**config.mk**
```make
export PLATFORM = sky130hd
export DESIGN_NAME = preamble_sync_ctrl_flat
export DESIGN_NICKNAME = d
export VERILOG_FILES = /design/src/rtl/preamble_sync_ctrl_if.sv /design/src/rtl/preamble_sync_ctrl.sv /design/src/flat_wrapper.sv
export SDC_FILE = /design/constraint.sdc
export NUM_CORES = 1
export LEC_CHECK = 0
export BUFFER_PORTS_ARGS = -buffer_cell sky130_fd_sc_hd__clkbuf_2
export CORE_MARGIN = 5
export CORE_UTILIZATION = 35
export CTS_BUF_LIST = sky130_fd_sc_hd__clkbuf_16
export CTS_CLUSTER_SIZE = 30
export DETAILED_ROUTE_END_ITERATION = 7
export SYNTH_ARGS = -nofsm -noshare
export SYNTH_HDL_FRONTEND = slang
export SYNTH_SLANG_ARGS = --single-unit
```
**constraint.sdc**
```tcl
create_clock -name clk -period 4.5 [get_ports clk]
set_input_delay 0.9 -clock clk [delete_from_list [all_inputs] [get_ports clk]]
set_output_delay 0.9 -clock clk [all_outputs]
set_load 0.03 [all_outputs]
```
**src/rtl/preamble_sync_ctrl_if.sv**
```systemverilog
// Sample-stream, threshold and decision signals of the preamble sync controller.
interface preamble_sync_ctrl_if #(
   parameter int CW = 22
);
   logic          start;
   logic          abort;
   logic          in_valid;
   logic [CW-1:0] thr;
   logic [CW-1:0] cr_val;
   logic          cr_ena;
   logic          busy;
   logic          sync_pulse;
   logic [15:0]   sync_idx;
   logic [CW-1:0] peak_val;
   logic          locked;
   logic          sym_start;
   logic          timeout;

   modport master (
      output start, abort, in_valid, thr, cr_val,
      input  cr_ena, busy, sync_pulse, sync_idx, peak_val, locked, sym_start, timeout
   );

   modport slave (
      input  start, abort, in_valid, thr, cr_val,
      output cr_ena, busy, sync_pulse, sync_idx, peak_val, locked, sym_start, timeout
   );
endinterface

```
**src/rtl/preamble_sync_ctrl.sv**
```systemverilog
// Preamble correlator sequencer: warm-up mask, threshold crossing, peak window, symbol strobes.
// Optional SEARCH timeout enabled by defining SYNC_SEARCH_TIMEOUT_EN.
//
// state    | meaning
// S_IDLE   | disarmed, counters held clear, waiting for start
// S_FILL   | correlator warm-up, cr_val ignored
// S_SEARCH | waiting for cr_val > thr
// S_PEAK   | searching the window for the maximum
// S_LOCK   | frame timing declared, one strobe per symbol
module preamble_sync_ctrl #(
   parameter int CW         = 22,
   parameter int FILL       = 127,
   parameter int WIN        = 16,
   parameter int SYM_LEN    = 320,
   parameter int SEARCH_MAX = 4096
) (
   input logic                clk,
   input logic                rst,
   preamble_sync_ctrl_if.slave bus
);
   localparam int FILL_W = $clog2(FILL);
   localparam int WIN_W  = $clog2(WIN + 1);
   localparam int SP_W   = $clog2(SYM_LEN);

   typedef enum logic [2:0] {S_IDLE, S_FILL, S_SEARCH, S_PEAK, S_LOCK} state_t;

   state_t          state, state_n;
   logic [15:0]     smp_idx, smp_n;
   logic [FILL_W-1:0] fill_cnt, fill_n;
   logic [WIN_W-1:0] win_cnt, win_n;
   logic [SP_W-1:0] sp_cnt, sp_n, sp_inc;
   logic [CW-1:0]   pk_val, pk_val_n, peak_val_q, peak_val_n;
   logic [15:0]     pk_idx, pk_idx_n, sync_idx_q, sync_idx_n;
   logic            sync_pulse_q, sync_pulse_n, sym_start_q, sym_start_n;
   logic            locked_q, locked_n, timeout_n;
   logic            crossing, beats;

   assign crossing = bus.cr_val > bus.thr;
   assign beats    = bus.cr_val > pk_val;
   // Modulo-SYM_LEN count: the strobe fires on the sample that lands on SYM_LEN-1.
   assign sp_inc   = (sp_cnt == SP_W'(SYM_LEN - 1)) ? '0 : sp_cnt + SP_W'(1);

`ifdef SYNC_SEARCH_TIMEOUT_EN
   localparam int SRCH_W = $clog2(SEARCH_MAX);
   logic [SRCH_W-1:0] srch_cnt, srch_n;
   logic              timeout_q;
`endif

   always_ff @(posedge clk or negedge rst) begin
      if (!rst) begin
         state        <= S_IDLE;
         smp_idx      <= '0;
         fill_cnt     <= '0;
         win_cnt      <= '0;
         sp_cnt       <= '0;
         pk_val       <= '0;
         pk_idx       <= '0;
         peak_val_q   <= '0;
         sync_idx_q   <= '0;
         sync_pulse_q <= 1'b0;
         sym_start_q  <= 1'b0;
         locked_q     <= 1'b0;
      end else begin
         state        <= state_n;
         smp_idx      <= smp_n;
         fill_cnt     <= fill_n;
         win_cnt      <= win_n;
         sp_cnt       <= sp_n;
         pk_val       <= pk_val_n;
         pk_idx       <= pk_idx_n;
         peak_val_q   <= peak_val_n;
         sync_idx_q   <= sync_idx_n;
         sync_pulse_q <= sync_pulse_n;
         sym_start_q  <= sym_start_n;
         locked_q     <= locked_n;
      end
   end

`ifdef SYNC_SEARCH_TIMEOUT_EN
   always_ff @(posedge clk or negedge rst) begin
      if (!rst) begin
         srch_cnt  <= '0;
         timeout_q <= 1'b0;
      end else begin
         srch_cnt  <= srch_n;
         timeout_q <= timeout_n;
      end
   end
`endif

   always_comb begin
      state_n      = state;
      smp_n        = smp_idx;
      fill_n       = fill_cnt;
      win_n        = win_cnt;
      sp_n         = sp_cnt;
      pk_val_n     = pk_val;
      pk_idx_n     = pk_idx;
      sync_idx_n   = sync_idx_q;
      peak_val_n   = peak_val_q;
      sync_pulse_n = 1'b0;
      sym_start_n  = 1'b0;
      timeout_n    = 1'b0;
`ifdef SYNC_SEARCH_TIMEOUT_EN
      srch_n       = srch_cnt;
`endif
      case (state)
         S_IDLE: begin
            smp_n  = '0;
            fill_n = FILL_W'(FILL - 1);
            win_n  = '0;
            sp_n   = '0;
            if (bus.start) begin
               state_n    = S_FILL;
               pk_val_n   = '0;
               pk_idx_n   = '0;
               sync_idx_n = '0;
               peak_val_n = '0;
            end
         end
         S_FILL: if (bus.in_valid) begin
            smp_n = smp_idx + 16'd1;
            if (fill_cnt == '0) begin
               state_n = S_SEARCH;
`ifdef SYNC_SEARCH_TIMEOUT_EN
               srch_n  = SRCH_W'(SEARCH_MAX - 1);
`endif
            end else begin
               fill_n = fill_cnt - FILL_W'(1);
            end
         end
         S_SEARCH: if (bus.in_valid) begin
            smp_n = smp_idx + 16'd1;
            if (crossing) begin
               state_n  = S_PEAK;
               pk_val_n = bus.cr_val;
               pk_idx_n = smp_idx;
               sp_n     = '0;
               win_n    = WIN_W'(WIN - 1);
            end
`ifdef SYNC_SEARCH_TIMEOUT_EN
            else if (srch_cnt == '0) begin
               state_n   = S_IDLE;
               timeout_n = 1'b1;
            end else begin
               srch_n = srch_cnt - SRCH_W'(1);
            end
`endif
         end
         S_PEAK: if (bus.in_valid) begin
            smp_n = smp_idx + 16'd1;
            if (beats) begin
               pk_val_n = bus.cr_val;
               pk_idx_n = smp_idx;
               sp_n     = '0;
            end else begin
               sp_n = sp_inc;
            end
            if (win_cnt == WIN_W'(1)) begin
               state_n      = S_LOCK;
               sync_pulse_n = 1'b1;
               sync_idx_n   = pk_idx_n;
               peak_val_n   = pk_val_n;
            end else begin
               win_n = win_cnt - WIN_W'(1);
            end
         end
         S_LOCK: if (bus.in_valid) begin
            smp_n       = smp_idx + 16'd1;
            sp_n        = sp_inc;
            sym_start_n = (sp_inc == SP_W'(SYM_LEN - 1));
         end
         default: state_n = S_IDLE;
      endcase
      // abort wins over everything, and the published peak result is left untouched
      if (bus.abort) begin
         state_n      = S_IDLE;
         sync_pulse_n = 1'b0;
         sym_start_n  = 1'b0;
         timeout_n    = 1'b0;
         sync_idx_n   = sync_idx_q;
         peak_val_n   = peak_val_q;
      end
      locked_n = (state_n == S_LOCK);
   end

   assign bus.busy       = (state != S_IDLE);
   assign bus.cr_ena     = bus.in_valid & (state != S_IDLE);
   assign bus.sync_pulse = sync_pulse_q;
   assign bus.sync_idx   = sync_idx_q;
   assign bus.peak_val   = peak_val_q;
   assign bus.locked     = locked_q;
   assign bus.sym_start  = sym_start_q;
`ifdef SYNC_SEARCH_TIMEOUT_EN
   assign bus.timeout    = timeout_q;
`else
   assign bus.timeout    = 1'b0;
`endif
endmodule

```
**src/flat_wrapper.sv**
```systemverilog
// flat-port wrapper written by rule: the top's interface ports become plain ports
module preamble_sync_ctrl_flat 
#(
   parameter int CW         = 22,
   parameter int FILL       = 127,
   parameter int WIN        = 16,
   parameter int SYM_LEN    = 320,
   parameter int SEARCH_MAX = 4096
)
  (clk, rst, bus_start, bus_abort, bus_in_valid, bus_thr, bus_cr_val, bus_cr_ena, bus_busy, bus_sync_pulse, bus_sync_idx, bus_peak_val, bus_locked, bus_sym_start, bus_timeout);
  preamble_sync_ctrl_if #(.CW(CW)) bus_i ();
  input logic clk;
  input logic rst;
  input wire logic [$bits(bus_i.start)-1:0] bus_start;
  input wire logic [$bits(bus_i.abort)-1:0] bus_abort;
  input wire logic [$bits(bus_i.in_valid)-1:0] bus_in_valid;
  input wire logic [$bits(bus_i.thr)-1:0] bus_thr;
  input wire logic [$bits(bus_i.cr_val)-1:0] bus_cr_val;
  output wire logic [$bits(bus_i.cr_ena)-1:0] bus_cr_ena;
  output wire logic [$bits(bus_i.busy)-1:0] bus_busy;
  output wire logic [$bits(bus_i.sync_pulse)-1:0] bus_sync_pulse;
  output wire logic [$bits(bus_i.sync_idx)-1:0] bus_sync_idx;
  output wire logic [$bits(bus_i.peak_val)-1:0] bus_peak_val;
  output wire logic [$bits(bus_i.locked)-1:0] bus_locked;
  output wire logic [$bits(bus_i.sym_start)-1:0] bus_sym_start;
  output wire logic [$bits(bus_i.timeout)-1:0] bus_timeout;
  assign bus_i.start = bus_start;
  assign bus_i.abort = bus_abort;
  assign bus_i.in_valid = bus_in_valid;
  assign bus_i.thr = bus_thr;
  assign bus_i.cr_val = bus_cr_val;
  assign bus_cr_ena = bus_i.cr_ena;
  assign bus_busy = bus_i.busy;
  assign bus_sync_pulse = bus_i.sync_pulse;
  assign bus_sync_idx = bus_i.sync_idx;
  assign bus_peak_val = bus_i.peak_val;
  assign bus_locked = bus_i.locked;
  assign bus_sym_start = bus_i.sym_start;
  assign bus_timeout = bus_i.timeout;
  preamble_sync_ctrl #(.CW(CW), .FILL(FILL), .WIN(WIN), .SYM_LEN(SYM_LEN), .SEARCH_MAX(SEARCH_MAX)) u_core (.clk(clk), .rst(rst), .bus(bus_i));
endmodule
```
==> impl_metrics.csv, run 1 <==
group,metric,value,unit
outcome,status,"complete, no violations",
global_routing,grt_pass1_vias,5279,
placement,portBuffers,91,
yosys,yosys.area_share.simple,14.2,%
die,initial_core_util,35.5,%
power,p_leak,3.72,nW
placement,place.gp.congestion,0.847,
drt,firstDrtPassIters,4,
yosys,synth_cell_type_count,63,
timing,tightest_slew,0.880,ns
critical_path,cp_max_fo,14,
yosys,syn_area,6640,um2
finish,fin_cells,1011,
yosys,yosysSeqAreaShare,44.9,%
cts,cts_max_level,4,
drt,ant_nets,0,
global_routing,grt_util_met1,20.6,%
yosys,yosys.area_share.adder,9.54,%
drt,wl,16.0,mm
power,p_comb_share,9.1,%
global_routing,grt_pass1_wl,26.9,mm
timing,setup_violations,0,
yosys,synth_ff_type,"dfrtp_1",
drt,wl_per_cell,15.9,um
timing,finalSetupTns,0,ns
worst_hold_path,holdPathEnd,"u_core.fill_cnt[6]",
finish,drive_above_1_share,19.6,%
cts,clk_latency,0.42,ns
critical_path,crit_path_end_kind,"register",
power,p_sw,656,uW
drt,num_vias,5201,
power,p_clk_share,49.5,%
yosys,synth_nets,773,
yosys,synth_common_cells,"dfrtp_1, nand2_1, inv_1",
die,dieArea,21800,um2
timing,timing.final.crit_share,70.4,%
yosys,synth-compound-area-share,17.9,%
yosys,synth_top_family_by_area,"compound AO/OA/AOI/OAI gates",
worst_hold_path,min_path_type,"reg -> reg",
power,vdd_drop_max,0.247,mV
global_routing,grtUsageMet3,3.65,%
timing,whs,0.473,ns
drt,drt_iter0_markers,197,
finish,nNetsFinal,863,
cts,clk_path_buf_depth,2,
cts,clkTransAtPathRegs,0.06,ns
yosys,synth_area_leaders,"dfrtp_1, ha_1, a22o_1, mux2i_1, nand2_1",
timing,setup_slack,1.33,ns
critical_path,r2r_slack,1.54,ns
power,p_int,1.96,mW
worst_hold_path,min-delay-start,"u_core.fill_cnt[6]",
global_routing,grt-busiest-layer,"met2",
timing,skew,0.0123,ns
yosys,syn_avg_cell_area,9.83,um2
finish,fillers,1826,
critical_path,reg2reg_to,"u_core.bus.peak_val[14]",
yosys,async_flop_share,100,%
timing,fmax,0.316,GHz
global_routing,grt_overflow,0,
yosys,synthMuxAreaShare,5.60,%
die,io_pins,93,
power,p_sw_share,25.0,%
critical_path,rr_startpoint,"u_core.pk_val[5]",
global_routing,gr-usage-met2,24.6,%
timing,period_needed,3.17,ns
timing,max-slew-margin-rel,41.3,%
global_routing,grt_use_total,15.3,%
die,die_w,148,um
finish,final_util,42.0,%
power,p_seq_share,41.4,%
cts,hold_buffers,0,
yosys,synth_top_area_cell,"dfrtp_1",
cts,cts_tree,"done",
die,fp.dieH,148,um
yosys,yosysMostFrequentCell,"dfrtp_1",
yosys,ys_ff_latch,119,
cts,cts_resized,0,
drt,via_per_inst,5.14,
placement,place_ws,0.880,ns
die,rows,50,
yosys,synth_top_area_share,44.9,%
die,core-area,18700,um2
critical_path,worstPathArrival,3.42,ns
yosys,yosys.area_share.xor_xnor,2.11,%
global_routing,grt_max_degree,67,
critical_path,crit_required,4.75,ns
critical_path,cp-start-kind,"input port",
drt,drc,0,
timing,hold_viol_final,0,
yosys,synth_edf_count,0,
power,powerDensity,333,nW/um2
cts,clock-sinks,119,
flow_run,cap_violations,0,
timing,drv_slew,0,
global_routing,antenna_found_initial,1,
finish,area_delta_synth_final,18.4,%
placement,hpwl,11.4,mm
critical_path,r2r_cells,10,
critical_path,criticalPathCategory,"in -> reg",
yosys,syn_inst,675,
cts,postCtsSetupBuffers,0,
cts,cts_made_buffers,17,
placement,post-place-cells,980,
finish,diodes,0,
cts,root_buffer,"clkbuf_16",
worst_hold_path,hold_depth,2,
yosys,yosysWarnings,0,
timing,rsz0062_at_grt,"false",
-- worst max-delay path by stage --
| stage | start | endpoint | slack, ns | depth (start not counted) |
|---|---|---|---|---|
| floorplan | bus_thr[21] | u_core.pk_idx[13] | 1.67 | 11 |
| global placement | bus_cr_val[5] | u_core.bus.peak_val[14] | 0.91 | 10 |
| detailed placement | bus_cr_val[5] | u_core.bus.peak_val[14] | 0.88 | 10 |
| CTS | bus_cr_val[5] | u_core.bus.peak_val[14] | 1.30 | 10 |
| global route | bus_cr_val[3] | u_core.bus.peak_val[20] | 1.11 | 10 |
| finish | bus_cr_val[5] | u_core.bus.peak_val[14] | 1.33 | 10 |
-- placed cells by master, fill, tap and decap left out, types with 4 or more instances in the layout --
| cell type | n |
|---|---|
| inv_1 | 60 |
| nor3_1 | 9 |
| buf_4 | 9 |
| xnor2_1 | 7 |
| a21o_1 | 4 |
| a21oi_1 | 38 |
| nand3_1 | 23 |
| clkbuf_16 | 17 |
| a22o_1 | 43 |
| or2_2 | 5 |
| nor2_1 | 28 |
| dfrtp_1 | 119 |
| nand2_1 | 72 |
| mux2i_1 | 36 |
| a31oi_1 | 4 |
| or3_1 | 5 |
| ha_1 | 49 |
| nor4_1 | 5 |
| o21ai_1 | 5 |
| and3_1 | 6 |
| clkinv_2 | 4 |
| clkbuf_2 | 90 |
| xor2_1 | 9 |
| o21ai_0 | 53 |
| nand4_1 | 11 |
| nor2b_1 | 7 |
-- kinds of logic after synthesis --
logic type | Yosys count
buffers and inverters | 89
xor gates and xnor gates | 16
adders and majority gates | 51
AOI/OAI and AO/OA | 174
DFF | 119
other | 1
muxes | 37
and+or+nand+nor | 188
-- stage by stage --
stage | power, mW | cell area, um2
6_report | 2.62 | 7860
4_1_cts | 2.65 | 7860
3_3_place_gp | 1.34 | 7300
2_1_floorplan | 1.24 | 6640
3_5_place_dp | 1.34 | 7300
5_1_grt | 2.74 | 7860
-- metal layers --
layer | vias to the layer above | share of wire (%)
met5 | - | 0.081
met4 | 2 | 0.95
met3 | 11 | 4.2
met2 | 92 | 47
met1 | 2513 | 48
li1 | 2583 | -
-- state kept, by name, indices dropped and copies added (netlist names) --
name	cells
u_core.fill_cnt	7
u_core.bus.locked	1
u_core.bus.sym_start	1
u_core.smp_idx	16
u_core.sp_cnt	9
u_core.win_cnt	5
u_core.bus.sync_pulse	1
u_core.bus.sync_idx	16
u_core.pk_idx	16
u_core.state	3
u_core.pk_val	22
u_core.bus.peak_val	22
-- worst max-delay path: stages --
cell and delay (ns):
clkbuf_2 0.13, ha_1 0.32, and4_1 0.22, o21a_1 0.11
o31ai_1 0.30, nand3_2 0.15, o21ai_4 0.53, buf_4 0.39
mux2i_1 0.26, o21ai_0 0.10
-- area by class of cell --
class | count | area (um2) | share of cell area (%)
sequential | 119 | 2980 | 37.9
clock inverter | 14 | 136 | 1.74
tap | 234 | 293 | 3.73
timing repair buffer | 99 | 518 | 6.59
multi-input combinational | 467 | 3280 | 41.7
inverter | 61 | 229 | 2.91
clock buffer | 17 | 425 | 5.41
-- power groups by stage --
stage                     Combinational (mW)  Clock [mW]  Sequential, mW
after global routing                   0.271        1.38            1.08
after CTS                              0.243        1.33            1.08
final                                  0.238        1.30            1.08
after detailed placement               0.241           0            1.10
after global placement                 0.240           0            1.10
after floorplan                        0.146           0            1.10
No activity file was read; power rests on OpenSTA's default activity.
==> run 2: changes to the inputs <==
==> constraint.sdc (replaced) <==
create_clock -name clk -period 3.25 [get_ports clk]
set_input_delay 0.65 -clock clk [delete_from_list [all_inputs] [get_ports clk]]
set_output_delay 0.65 -clock clk [all_outputs]
set_load 0.03 [all_outputs]
==> run 2 against run 1 <==
Largest cell class unchanged. Core utilization up 0.82 points. Critical endpoint is now u_core.pk_idx[6]. Design area up 1.9%. Clock power up 62%. First-iteration DRC count up 54%. Non-clock buffer count up 2. Die area unchanged. Clock skew down 0.0055 ns. Clock-buffer cell count unchanged. Sequential share of layout area down 0.72 points. Via count up 1.7%.
==> impl_metrics.csv, run 2 (synthesis results as in run 1) <==
group,metric,value,unit
outcome,status,"complete, no violations",
timing,drv_slew,0,
placement,place_ws,-0.00332,ns
power,p_leak,3.79,nW
critical_path,crit_path_end_kind,"register",
timing,skew,0.00682,ns
critical_path,crit_buf_inv,2,
drt,via_per_inst,5.21,
placement,hpwl,11.6,mm
timing,setup_violations,0,
timing,period_needed,2.80,ns
drt,drt_iter0_markers,304,
critical_path,cp_top_family,"compound AO/OA/AOI/OAI gates",
power,p_comb_share,8.8,%
placement,portBuffers,91,
timing,setup_slack,0.452,ns
drt,num_vias,5290,
global_routing,grt_pass1_wl,27.6,mm
timing,hold_viol_final,0,
finish,drive_above_1_share,19.7,%
critical_path,cp-start-kind,"register",
die,die_w,148,um
drt,wl,16.4,mm
global_routing,grt_use_total,15.8,%
die,io_pins,93,
critical_path,r2r_slack,0.45,ns
power,p_sw,911,uW
timing,fmax,0.357,GHz
cts,root_buffer,"clkbuf_16",
cts,cts_max_level,4,
finish,final_cell_mix,"dfrtp_1, clkbuf_2, nand2_1",
finish,nNetsFinal,865,
finish,fillers,1791,
finish,fin_cells,1015,
cts,clk_latency,0.42,ns
finish,final_area,8010,um2
drt,wl_per_cell,16.2,um
placement,post-place-cells,982,
cts,clkTransAtPathRegs,0.05,ns
power,p_int,3.04,mW
global_routing,grt_overflow,0,
cts,hold_buffers,0,
cts,cts_resized,0,
critical_path,critical_path.cell_chain,"inv_1 -> ha_1 -> nand4_1 -> and4bb_1 -> o31ai_1 -> nand3_2 -> o21ai_4 -> a2111oi_4 -> buf_12 -> a22o_1",
die,rows,50,
timing,max-slew-margin-rel,50.9,%
power,power,3.95,mW
timing,rsz0062_at_grt,"false",
placement,post_dp_cell_area,7350,um2
cts,postCtsSetupBuffers,0,
power,powerDensity,493,nW/um2
timing,timing.final.crit_share,86.1,%
cts,cts_tree,"done",
cts,cts_made_buffers,17,
timing,tightest_slew,0.736,ns
power,vdd_drop_max,0.355,mV
critical_path,crit_required,3.60,ns
critical_path,crit_path_max_incr_delay,0.71,ns
timing,finalSetupTns,0,ns
cts,clk_path_buf_depth,2,
power,p_seq_share,37.9,%
die,initial_core_util,35.5,%
finish,area_delta_synth_final,20.7,%
worst_hold_path,min_path_type,"in -> async",
die,core-area,18700,um2
die,dieArea,21800,um2
drt,firstDrtPassIters,4,
cts,clock-sinks,119,
flow_run,cap_violations,0,
power,p_clk_share,53.3,%
global_routing,grt_pass1_vias,5282,
drt,drc,0,
die,fp.dieH,148,um
global_routing,antenna_found_initial,0,
critical_path,worstPathArrival,3.15,ns
power,p_sw_share,23.1,%
critical_path,criticalPathCategory,"reg -> reg",
finish,layout_commonest_cell,"dfrtp_1",
drt,ant_nets,0,
global_routing,grt_max_degree,82,
placement,place.gp.congestion,0.871,
critical_path,cp_max_fo,30,
critical_path,slowest_stage,"a2111oi_4",
-- run 2: changes by cell type in the layout (fill, tap and decap cells not counted), sizes merged --
cell / previous run / this run
clkinv: 7 / 6
clkinvlp: 3 / 2
diode: 0 / 1
inv: 63 / 62
buf: 9 / 11
bufinv: 2 / 6
-- run 2: cell type report --
type / count / area (um2) / area share, %
Inverter: 61 / 229 / 2.86
Sequential cell: 119 / 2980 / 37.2
Tap cell: 234 / 293 / 3.65
Antenna cell: 1 / 2.50 / 0.0312
Clock buffer: 17 / 425 / 5.31
Clock inverter: 15 / 234 / 2.92
Multi-Input combinational cell: 467 / 3280 / 40.9
Timing Repair Buffer: 101 / 571 / 7.12
-- run 2: worst register-to-register path: stages, from the launching register on --
cell and delay, ns:
dfrtp_1 0.37, inv_1 0.05, ha_1 0.33, nand4_1 0.15, and4bb_1 0.35, o31ai_1 0.11, nand3_2 0.12, o21ai_4 0.09
a2111oi_4 0.71, buf_12 0.28, a22o_1 0.18
-- run 2: metal layers --
metal,vias up,share of wire [%],wire [um],GRT usage (%)
met3,22,4.3,702,3.43
li1,2593,-,-,-
met4,0,1.6,255,5.22
met1,2570,48,7960,21.7
met5,-,0,0,0
met2,105,46,7490,24.7
-- run 2: per-stage QoR --
stage          utilization (%)  hold WS, ns
3_3_place_gp              39.3        0.456
4_1_cts                   42.8        0.231
6_report                  42.8        0.215
3_5_place_dp              39.3        0.458
5_1_grt                   42.8        0.258
2_1_floorplan                -        0.354
-- run 2: path summary, 6_finish.rpt --
| path | startpoint | to | cells past startpoint |
|---|---|---|---|
| max reg2reg | u_core.pk_val[21] | u_core.pk_idx[6] | 10 |
| min in group clk | u_core.fill_cnt[6] | u_core.fill_cnt[6] | 2 |
| min reg2reg | u_core.fill_cnt[6] | u_core.fill_cnt[6] | 2 |
| max | u_core.pk_val[21] | u_core.pk_idx[6] | 10 |
| max in group asynchronous | rst | u_core.bus.sync_idx[6] | 2 |
| min | rst | u_core.bus.sync_pulse | 1 |
-- run 2: power by group through the flow --
stage	Clock [mW]	Combinational [mW]	Sequential, mW
after detailed placement	0	0.351	1.52
after CTS	2.14	0.353	1.50
after floorplan	0	0.202	1.52
after global placement	0	0.350	1.52
after global routing	2.22	0.392	1.50
final	2.11	0.348	1.50
==> run 3: changes to the inputs <==
--- a/config.mk
+++ b/config.mk
@@ -11,6 +11,7 @@
 export CTS_BUF_LIST = sky130_fd_sc_hd__clkbuf_16
 export CTS_CLUSTER_SIZE = 30
 export DETAILED_ROUTE_END_ITERATION = 7
+export PLACE_DENSITY = 0.64
 export SYNTH_ARGS = -nofsm -noshare
 export SYNTH_HDL_FRONTEND = slang
 export SYNTH_SLANG_ARGS = --single-unit
==> run 3 against run 2 <==
First-iteration DRC count decreased by 30%. Via count decreased by 0.34%. Maximum frequency increased by 0.86%. Register-to-register slack improved by 0.11 ns. Design area increased by 0.17%. Total power decreased by 0.64%. Clock skew about the same. Sequential cell count unchanged. Core utilization increased by 0.074 points. Highest routed layer unchanged. Combinational power decreased by 1%. Non-clock buffer count increased by 5. Die area unchanged.
==> impl_metrics.csv, run 3 (synthesis results as in run 1) <==
group,metric,value,unit
outcome,status,"complete, no violations",
critical_path,criticalPathCategory,"in -> reg",
cts,hold_buffers,0,
critical_path,critical_path.cell_chain,"clkbuf_2 -> ha_1 -> nand4_1 -> buf_4 -> nor4_2 -> o31ai_1 -> o211ai_2 -> a41oi_2 -> a2111oi_4 -> buf_4 -> a22o_1",
placement,place_ws,0.0987,ns
critical_path,cp_common_cell,"buf_4",
die,io_pins,93,
timing,tightest_slew,0.752,ns
die,rows,50,
cts,clk_latency,0.41,ns
cts,clk_path_buf_depth,2,
die,initial_core_util,35.5,%
critical_path,crit_path_max_incr_delay,0.34,ns
placement,post_dp_cell_area,7370,um2
die,die_w,148,um
critical_path,slowest_stage,"nor4_2",
timing,max-slew-margin-rel,49.9,%
die,core-area,18700,um2
power,p_sw,943,uW
timing,finalSetupTns,0,ns
drt,wl,16.3,mm
critical_path,crit_buf_inv,3,
critical_path,crit_path_end_kind,"register",
drt,drc,0,
timing,rsz0062_at_grt,"false",
global_routing,grt_overflow,0,
cts,cts_max_level,4,
critical_path,crit_required,3.60,ns
power,p_int,2.98,mW
finish,final_util,42.9,%
drt,num_vias,5272,
power,p_leak,3.81,nW
cts,cts_made_buffers,17,
critical_path,cp-start-kind,"input port",
worst_hold_path,min_path_type,"in -> async",
power,p_seq_share,38.2,%
finish,drive_above_1_share,20.4,%
finish,layout_commonest_cell,"dfrtp_1",
cts,postCtsSetupBuffers,0,
drt,via_per_inst,5.17,
timing,fmax,0.360,GHz
finish,nNetsFinal,870,
power,vdd_drop_max,0.353,mV
global_routing,grt_pass1_wl,27.0,mm
cts,cts_resized,0,
cts,clock-sinks,119,
power,p_comb_share,8.7,%
finish,final_area,8030,um2
finish,final_cell_mix,"dfrtp_1, clkbuf_2, nand2_1",
global_routing,grt_pass1_vias,5272,
cts,cts_tree,"done",
critical_path,worstPathArrival,3.12,ns
drt,wl_per_cell,16.0,um
cts,clkTransAtPathRegs,0.05,ns
die,fp.dieH,148,um
power,powerDensity,489,nW/um2
global_routing,antenna_found_initial,0,
timing,skew,0.00672,ns
global_routing,grt_max_degree,80,
critical_path,cp_max_fo,21,
timing,drv_slew,0,
global_routing,grt_use_total,15.4,%
drt,firstDrtPassIters,4,
timing,timing.final.crit_share,85.4,%
finish,area_delta_synth_final,21.0,%
power,p_sw_share,24.0,%
die,dieArea,21800,um2
finish,diodes,0,
placement,portBuffers,91,
flow_run,cap_violations,0,
placement,place.gp.congestion,0.816,
timing,setup_slack,0.476,ns
placement,hpwl,11.5,mm
timing,setup_violations,0,
drt,ant_nets,0,
power,power,3.93,mW
timing,hold_viol_final,0,
critical_path,cp_top_family,"compound AO/OA/AOI/OAI gates",
timing,period_needed,2.77,ns
drt,drt_iter0_markers,213,
cts,root_buffer,"clkbuf_16",
power,p_clk_share,53.0,%
run 3: cell count changes in the layout (fill, tap and decap cells not counted):
cell       delta
buf_12        -1
inv_6         +4
diode_2       -1
clkinv_1      -1
clkinv_2      -2
buf_4         +6
bufinv_16     -1
run 3: power by group through the flow:
stage / clock network (mW) / registers, mW / logic (mW)
2_1_floorplan: 0 / 1.52 / 0.202
6_report: 2.08 / 1.50 / 0.343
5_1_grt: 2.19 / 1.50 / 0.387
3_3_place_gp: 0 / 1.53 / 0.343
3_5_place_dp: 0 / 1.53 / 0.348
4_1_cts: 2.13 / 1.50 / 0.350
run 3: layer usage:
layer,track usage [%],wire length (um),up-vias,part of all wire [%]
met2,24.4,7580,89,47
met5,0,0,-,0
met4,4.71,238,0,1.5
li1,-,-,2607,-
met3,4.11,710,14,4.4
met1,20.6,7750,2562,48
run 3: path summary, 6_finish.rpt:
path	start	endpoint	slack, ns	cells after the start
max	bus_cr_val[16]	u_core.pk_val[15]	0.48	11
min	rst	u_core.bus.peak_val[19]	0.04	1
max reg2reg	u_core.pk_val[17]	u_core.pk_val[15]	0.56	11
min reg2reg	u_core.bus.sync_idx[11]	u_core.bus.sync_idx[11]	0.47	2
max in group asynchronous	rst	u_core.bus.peak_val[21]	2.52	2
min in group clk	u_core.bus.sync_idx[11]	u_core.bus.sync_idx[11]	0.47	2
run 3: worst reg2reg max path, stage by stage (launching register included):
cell and delay [ns]:
dfrtp_1 0.38, inv_1 0.06, ha_1 0.32, nand4_1 0.15, and4bb_1 0.34, o31ai_1 0.11
nand3_2 0.12, o21ai_4 0.09, buf_4 0.16, a2111oi_4 0.36, buf_4 0.34, a22o_1 0.20
run 3: through the flow:
stage | hold slack, ns | instances
finish | 0.0400 | 1019
global route | 0.0269 | 1019
CTS | 0.0238 | 1019
detailed placement | 0.463 | 987
global placement | 0.453 | 987
floorplan | 0.354 | 675
run 3: cell type report:
type	instances	area, um2
multi-input cells	467	3280
fillers	1823	10700
clock buffers	17	425
well taps	234	293
flip-flops and latches	119	2980
clock inverters	15	225
inverters	61	229
repair buffers	106	596
